**src/rtl/pll_reset_sequencer_pkg.sv**
```systemverilog
// Shared definitions for the PLL reset sequencer.
//   seq_state_e   : FSM state encoding (fixed 2-bit values, visible on debug taps)
//   seq_cnt_width : width of the shared cycle counter so it can hold the
//                   largest terminal count of any state without wrapping
package pll_reset_sequencer_pkg;

  typedef enum logic [1:0] {
    ST_PLL_RESET = 2'd0,
    ST_WAIT_LOCK = 2'd1,
    ST_STABLE    = 2'd2,
    ST_RUN       = 2'd3
  } seq_state_e;

  // clog2(max(a, b, c) + 1): enough bits to count 0..max.
  function automatic int seq_cnt_width(input int a, input int b, input int c);
    int m;
    m = a;
    if (b > m) m = b;
    if (c > m) m = c;
    return $clog2(m + 1);
  endfunction

endpackage

```
**src/rtl/pll_reset_sequencer_lock_sync.sv**
```systemverilog
// Two-flop synchronizer for a single level signal crossing into the clk domain.
// Kept generic so the same block can sit on the clk2 side of the design.
//   clk  in  destination clock
//   rst  in  asynchronous active-high reset, clears both flops to 0
//   d    in  asynchronous level input
//   q    out synchronized level, two clk edges of latency
module pll_reset_sequencer_lock_sync (
  input  logic clk,
  input  logic rst,
  input  logic d,
  output logic q
);

  logic meta_q;
  logic sync_q;

  always_ff @(posedge clk or posedge rst) begin
    if (rst) begin
      meta_q <= 1'b0;
      sync_q <= 1'b0;
    end else begin
      meta_q <= d;
      sync_q <= meta_q;
    end
  end

  assign q = sync_q;

endmodule

```
**src/rtl/pll_reset_sequencer.sv**
```systemverilog
// PLL reset sequencer: drives PLL RST, watches PLL LOCKED and only releases
// the downstream system reset once lock has been continuously stable.
// A lock loss while running re-asserts sys_rst and restarts the PLL.
//
// Ports
//   clk            in   free-running reference clock (pre-PLL)
//   rst            in   asynchronous active-high reset
//   pll_locked     in   PLL LOCKED, asynchronous to clk
//   pll_rst        out  PLL RST, active-high
//   sys_rst        out  downstream reset, active-high
//   ready          out  high only while in RUN
//   timeout        out  one-cycle pulse when a lock wait expires
//   lock_loss_cnt  out  saturating count of RUN -> lock-lost events
//
// States
//   state         | meaning
//   --------------+--------------------------------------------------------
//   ST_PLL_RESET  | pll_rst held high for PLL_RST_CYCLES cycles
//   ST_WAIT_LOCK  | PLL released, waiting up to LOCK_TIMEOUT cycles for lock
//   ST_STABLE     | lock seen, needs LOCK_STABLE_CYCLES unbroken lock samples
//   ST_RUN        | system out of reset; any lock drop restarts the PLL
module pll_reset_sequencer
  import pll_reset_sequencer_pkg::*;
#(
  parameter int PLL_RST_CYCLES     = 16,
  parameter int LOCK_STABLE_CYCLES = 1024,
  parameter int LOCK_TIMEOUT       = 65535,
  parameter int LOSS_CNT_W         = 8
) (
  input  logic                  clk,
  input  logic                  rst,
  input  logic                  pll_locked,
  output logic                  pll_rst,
  output logic                  sys_rst,
  output logic                  ready,
  output logic                  timeout,
  output logic [LOSS_CNT_W-1:0] lock_loss_cnt
);

  localparam int CNT_W = seq_cnt_width(PLL_RST_CYCLES, LOCK_STABLE_CYCLES, LOCK_TIMEOUT);

  // Terminal counts: the counter starts at 0 on state entry, so N cycles end at N-1.
  localparam logic [CNT_W-1:0] RST_TC     = CNT_W'(PLL_RST_CYCLES - 1);
  localparam logic [CNT_W-1:0] STABLE_TC  = CNT_W'(LOCK_STABLE_CYCLES - 1);
  localparam logic [CNT_W-1:0] TIMEOUT_TC = CNT_W'(LOCK_TIMEOUT - 1);
  localparam logic [LOSS_CNT_W-1:0] LOSS_MAX = {LOSS_CNT_W{1'b1}};

  logic lock_s;

  seq_state_e            state_q,   state_d;
  logic [CNT_W-1:0]      cnt_q,     cnt_d;
  logic                  pll_rst_q, pll_rst_d;
  logic                  sys_rst_q, sys_rst_d;
  logic                  ready_q,   ready_d;
  logic                  timeout_q, timeout_d;
  logic [LOSS_CNT_W-1:0] loss_q,    loss_d;

  pll_reset_sequencer_lock_sync u_lock_sync (
    .clk (clk),
    .rst (rst),
    .d   (pll_locked),
    .q   (lock_s)
  );

  always_comb begin
    state_d   = state_q;
    cnt_d     = cnt_q;
    timeout_d = 1'b0;
    loss_d    = loss_q;

    case (state_q)
      ST_PLL_RESET: begin
        if (cnt_q == RST_TC) begin
          state_d = ST_WAIT_LOCK;
          cnt_d   = '0;
        end else begin
          cnt_d = cnt_q + CNT_W'(1);
        end
      end

      ST_WAIT_LOCK: begin
        // Lock is checked before the timeout so a lock arriving on the
        // expiry cycle is not thrown away by a needless PLL reset.
        if (lock_s) begin
          state_d = ST_STABLE;
          cnt_d   = '0;
        end else if (cnt_q == TIMEOUT_TC) begin
          state_d   = ST_PLL_RESET;
          cnt_d     = '0;
          timeout_d = 1'b1;
        end else begin
          cnt_d = cnt_q + CNT_W'(1);
        end
      end

      ST_STABLE: begin
        // Any dropout discards the accumulated stable time, including on
        // the final cycle.
        if (!lock_s) begin
          state_d = ST_WAIT_LOCK;
          cnt_d   = '0;
        end else if (cnt_q == STABLE_TC) begin
          state_d = ST_RUN;
          cnt_d   = '0;
        end else begin
          cnt_d = cnt_q + CNT_W'(1);
        end
      end

      ST_RUN: begin
        if (!lock_s) begin
          state_d = ST_PLL_RESET;
          cnt_d   = '0;
          if (loss_q != LOSS_MAX) begin
            loss_d = loss_q + LOSS_CNT_W'(1);
          end
        end
      end

      default: begin
        state_d = ST_PLL_RESET;
        cnt_d   = '0;
      end
    endcase

    // Outputs are decoded from the next state so they change on the same
    // edge as the state register, without a combinational path to the pins.
    pll_rst_d = (state_d == ST_PLL_RESET);
    sys_rst_d = (state_d != ST_RUN);
    ready_d   = (state_d == ST_RUN);
  end

  always_ff @(posedge clk or posedge rst) begin
    if (rst) begin
      state_q   <= ST_PLL_RESET;
      cnt_q     <= '0;
      pll_rst_q <= 1'b1;
      sys_rst_q <= 1'b1;
      ready_q   <= 1'b0;
      timeout_q <= 1'b0;
      loss_q    <= '0;
    end else begin
      state_q   <= state_d;
      cnt_q     <= cnt_d;
      pll_rst_q <= pll_rst_d;
      sys_rst_q <= sys_rst_d;
      ready_q   <= ready_d;
      timeout_q <= timeout_d;
      loss_q    <= loss_d;
    end
  end

  assign pll_rst       = pll_rst_q;
  assign sys_rst       = sys_rst_q;
  assign ready         = ready_q;
  assign timeout       = timeout_q;
  assign lock_loss_cnt = loss_q;

endmodule
```
**config.mk**
```make
export PLATFORM = sky130hd
export DESIGN_NAME = pll_reset_sequencer
export DESIGN_NICKNAME = d
export VERILOG_FILES = /design/src/rtl/pll_reset_sequencer_pkg.sv /design/src/rtl/pll_reset_sequencer_lock_sync.sv /design/src/rtl/pll_reset_sequencer.sv
export SDC_FILE = /design/constraint.sdc
export NUM_CORES = 1
export LEC_CHECK = 0
export ABC_AREA = 0
export CORE_MARGIN = 1.5
export CORE_UTILIZATION = 45
export CTS_CLUSTER_DIAMETER = 60
export DETAILED_ROUTE_END_ITERATION = 6
export GPL_TIMING_DRIVEN = 0
export PLACE_DENSITY = 0.65
export SLEW_MARGIN = 20
export SYNTH_ARGS = -nofsm -noshare
export SYNTH_HDL_FRONTEND = slang
export SYNTH_HIERARCHICAL = 1
export SYNTH_SLANG_ARGS = --single-unit
```
**constraint.sdc**
```tcl
create_clock -name clk -period 2.7 [get_ports clk]
set_input_delay 0.54 -clock clk [delete_from_list [all_inputs] [get_ports clk]]
set_output_delay 0.54 -clock clk [all_outputs]
set_load 0.1 [all_outputs]
```
==> results.json, run 1 <==
{
  "status": "completed",
  "required_ns": 2.16,
  "setup-violations-final": 0,
  "synth-edff-count": 0,
  "hold_buffers": 0,
  "p_comb_share_pct": 38.6,
  "drc": 0,
  "rsz0062_at_grt": "false",
  "cts.reportedPaths.clkPinSlew_ns": 0.09,
  "min-delay-start": "u_lock_sync/meta_q$_DFF_PP0_",
  "synthCells": 158,
  "hold_viol": 0,
  "cp_top_family": "buffers and inverters",
  "die-area_um2": 3870,
  "crit_fanout": 1,
  "synth_top_area_share_pct": 47.58,
  "cts-root-buf": "clkbuf_4",
  "fin_crit_sh_pct": 93.26,
  "initial_utilization_pct": 47.28,
  "power-per-cell-area_nw_per_um2": 813.0,
  "antenna_found_initial": 0,
  "yosysWarnings": 6,
  "r2r_start": "state_q[0]$_DFF_PP0_",
  "crit_slowest_cell": "clkdlybuf4s50_1",
  "portBuffers": 14,
  "synth_commonest_cells": "dfrtp_1 (30), nor2_1 (20), nand2_1 (15), inv_1 (10), xnor2_1 (10)",
  "fin_ws_ns": 0.1819,
  "async_flop_share_pct": 100.0,
  "wl_per_cell_um": 13.08,
  "clock_sinks": 32,
  "synth.most_common_cell": "dfrtp_1",
  "crit_chain": "clkdlybuf4s50_1",
  "cts_buffer_depth": 2,
  "fin_tns_setup_ns": 0,
  "pwr-share-clk_pct": 20.7,
  "cts_tree": "built",
  "cts_buffers": 5,
  "r2r_cells": 7,
  "overflow": 0,
  "leakage_nw": 0.7815,
  "synthDistinctLibCells": 34,
  "drt_iter0_drc": 36,
  "first_pass_iters": 4,
  "maxSlewHeadroom_pct": 35.29,
  "postCtsSetupRepairBufs": 0,
  "worstMarginPinSlew_ns": 0.9676,
  "grt_pass1_vias": 1161,
  "netlist_area_um2": 1578,
  "dp_cells": 218,
  "htreeDepth": 2,
  "wl_met2_mm": 1.429,
  "synth_flop_cell": "dfrtp_1",
  "p_sw_share_pct": 41.95,
  "period_needed_ns": 2.518,
  "yosysTopAreaCell": "dfrtp_1",
  "cp-start-kind": "flop",
  "highest_layer": "met4",
  "ys_seq_elements": 32,
  "cts_resized": 0,
  "timing.rr.end": "cnt_q[15]$_DFFE_PP0P_",
  "clk_latency_ns": 0.34,
  "die-width_um": 62.21,
  "power_mw": 1.499,
  "globalplace.congestion": 0.8046,
  "wl_met3_um": 125,
  "worst-path-buf-inv": 1,
  "setup.worst_path.end_class": "output port",
  "finalClockSkew_ns": 0.007058,
  "ir_worst_vdd_uv": 586.4,
  "synthTopCellsByArea": "dfrtp_1 (48%), xnor2_1 (5.6%), xor2_1 (5.0%)",
  "hold_path_class": "flop to flop",
  "grt_start_max_net_pins": 31,
  "grt_pass1_wl_mm": 5.451,
  "cap_violations": 0,
  "p_sw_mw": 0.6290,
  "p_seq_share_pct": 40.7,
  "viasPerCell": 5.288,
  "io_pins": 15,
  "slew_viol_final": 0,
  "ant_nets": 0,
  "setup.worst_path.class": "flop to output port",
  "reg2reg_slack_ns": 0.45,
  "drive_gt1_share_pct": 11.67,
  "p_int_mw": 0.8704,
  "grt_use_total_pct": 17.88,
  "wirelength_mm": 2.957,
  "area_growth_pct": 16.89,
  "synth_nets": 164,
  "num_vias": 1195,
  "avgSynthCellArea_um2": 9.986,
  "fmaxAchievable_ghz": 0.3971,
  "holdPathStages": 0,
  "core_um2": 3337,
  "min_to": "u_lock_sync/q$_DFF_PP0_",
  "crit_arrival_ns": 1.98,
  "fin_cells": 226,
  "insertedDiodeCount": 0,
  "place_hpwl_mm": 2.199,
  "num_rows": 21,
  "m1WireLength_mm": 1.353,
  "synth_seq_area_share_pct": 50.91,
  "fin_hold_ws_ns": 0.3545,
  "crit_path_max_incr_delay_ns": 1.12,
  "fin_nets": 185,
  "dp_slack_ns": 0.4459,
  "fp.dieH_um": 62.21
}
==> power groups by stage <==
stage	combinational [mW]	sequential, mW	clock [mW]
5_1_grt	0.638	0.619	0.344
3_5_place_dp	0.584	0.619	0
2_1_floorplan	0.249	0.823	0
6_report	0.579	0.610	0.310
4_1_cts	0.585	0.610	0.321
3_3_place_gp	0.572	0.614	0
==> per-stage QoR <==
stage / util [%] / area (µm²)
after detailed placement: 53.21 / 1775
after global placement: 53.21 / 1775
final: 55.27 / 1844
after floorplan: - / 1578
after global routing: 55.27 / 1844
after CTS: 55.27 / 1844
==> flip-flops by register name (all words and copies together), names as in the netlist <==
name                count
cnt_q                  16
pll_rst                 1
state_q                 2
timeout                 1
lock_loss_cnt           8
u_lock_sync/meta_q      1
sys_rst                 1
ready                   1
u_lock_sync/q           1
==> cell type report <==
class,count,area [µm²]
buffer,4,23.77
clock buffer,8,68.82
fill,310,1493
inverter,10,37.54
multi-input combinational,112,713.2
sequential,32,803.3
tap,46,57.56
timing repair buffer,14,140.1
==> metal layers <==
metal  up-vias  track usage, %
met3         5           3.804
met1       586           22.92
li1        580               -
met2        24           28.67
met5         -               0
met4         0           9.167
==> worst max-delay path by stage <==
stage	startpoint	endpoint	slack, ns	cells past startpoint
3_3_place_gp	pll_rst$_DFF_PP1_	pll_rst	0.54	1
6_report	pll_rst$_DFF_PP1_	pll_rst	0.18	1
2_1_floorplan	lock_loss_cnt[0]$_DFFE_PP0P_	lock_loss_cnt[7]$_DFFE_PP0P_	0.39	6
4_1_cts	pll_rst$_DFF_PP1_	pll_rst	0.17	1
3_5_place_dp	state_q[0]$_DFF_PP0_	cnt_q[15]$_DFFE_PP0P_	0.45	7
5_1_grt	lock_loss_cnt[3]$_DFFE_PP0P_	lock_loss_cnt[3]	0.13	1
==> cells in the final DEF (no fill, tap or decap), types with 2 or more instances in the layout <==
master	count
nand2_1	15
clkbuf_4	5
clkbuf_1	3
nor2_2	2
clkdlybuf4s50_1	14
nor2b_1	2
a21oi_1	4
xor2_1	9
xnor2_1	10
nor4_4	2
nor4_1	4
clkbuf_8	2
dfstp_2	2
and3_1	2
ha_1	3
nor3b_1	2
or2_2	2
nand4_1	6
dfrtp_1	30
nor2_1	20
nand3_1	9
nor3_1	8
inv_1	9
==> kinds of logic after synthesis <==
family	after synthesis	share of synthesized area, %
AND/OR/NAND/NOR	79	27.12
XOR/XNOR	19	10.55
flip-flops	32	50.91
AO/OA/AOI/OAI	10	4.441
adder cells (fa/ha/maj)	3	2.379
multiplexers	1	0.7137
buffers and inverters	14	3.886
Note: power is estimated with default switching activity, not from simulation.
==> run 2, diff against run 1 <==
--- a/config.mk
+++ b/config.mk
@@ -8,7 +8,6 @@
 export ABC_AREA = 0
 export CORE_MARGIN = 1.5
 export CORE_UTILIZATION = 45
-export CTS_CLUSTER_DIAMETER = 60
 export DETAILED_ROUTE_END_ITERATION = 6
 export GPL_TIMING_DRIVEN = 0
 export PLACE_DENSITY = 0.65
==> results of run 2 <==
Final layout, timing and power as in run 1 (identical DEF).
==> run 3, diff against run 2 <==
--- a/config.mk
+++ b/config.mk
@@ -11,6 +11,7 @@
 export DETAILED_ROUTE_END_ITERATION = 6
 export GPL_TIMING_DRIVEN = 0
 export PLACE_DENSITY = 0.65
+export SKIP_CTS_REPAIR_TIMING = 1
 export SLEW_MARGIN = 20
 export SYNTH_ARGS = -nofsm -noshare
 export SYNTH_HDL_FRONTEND = slang
==> results of run 3 <==
Final layout, timing and power as in run 1 (identical DEF).
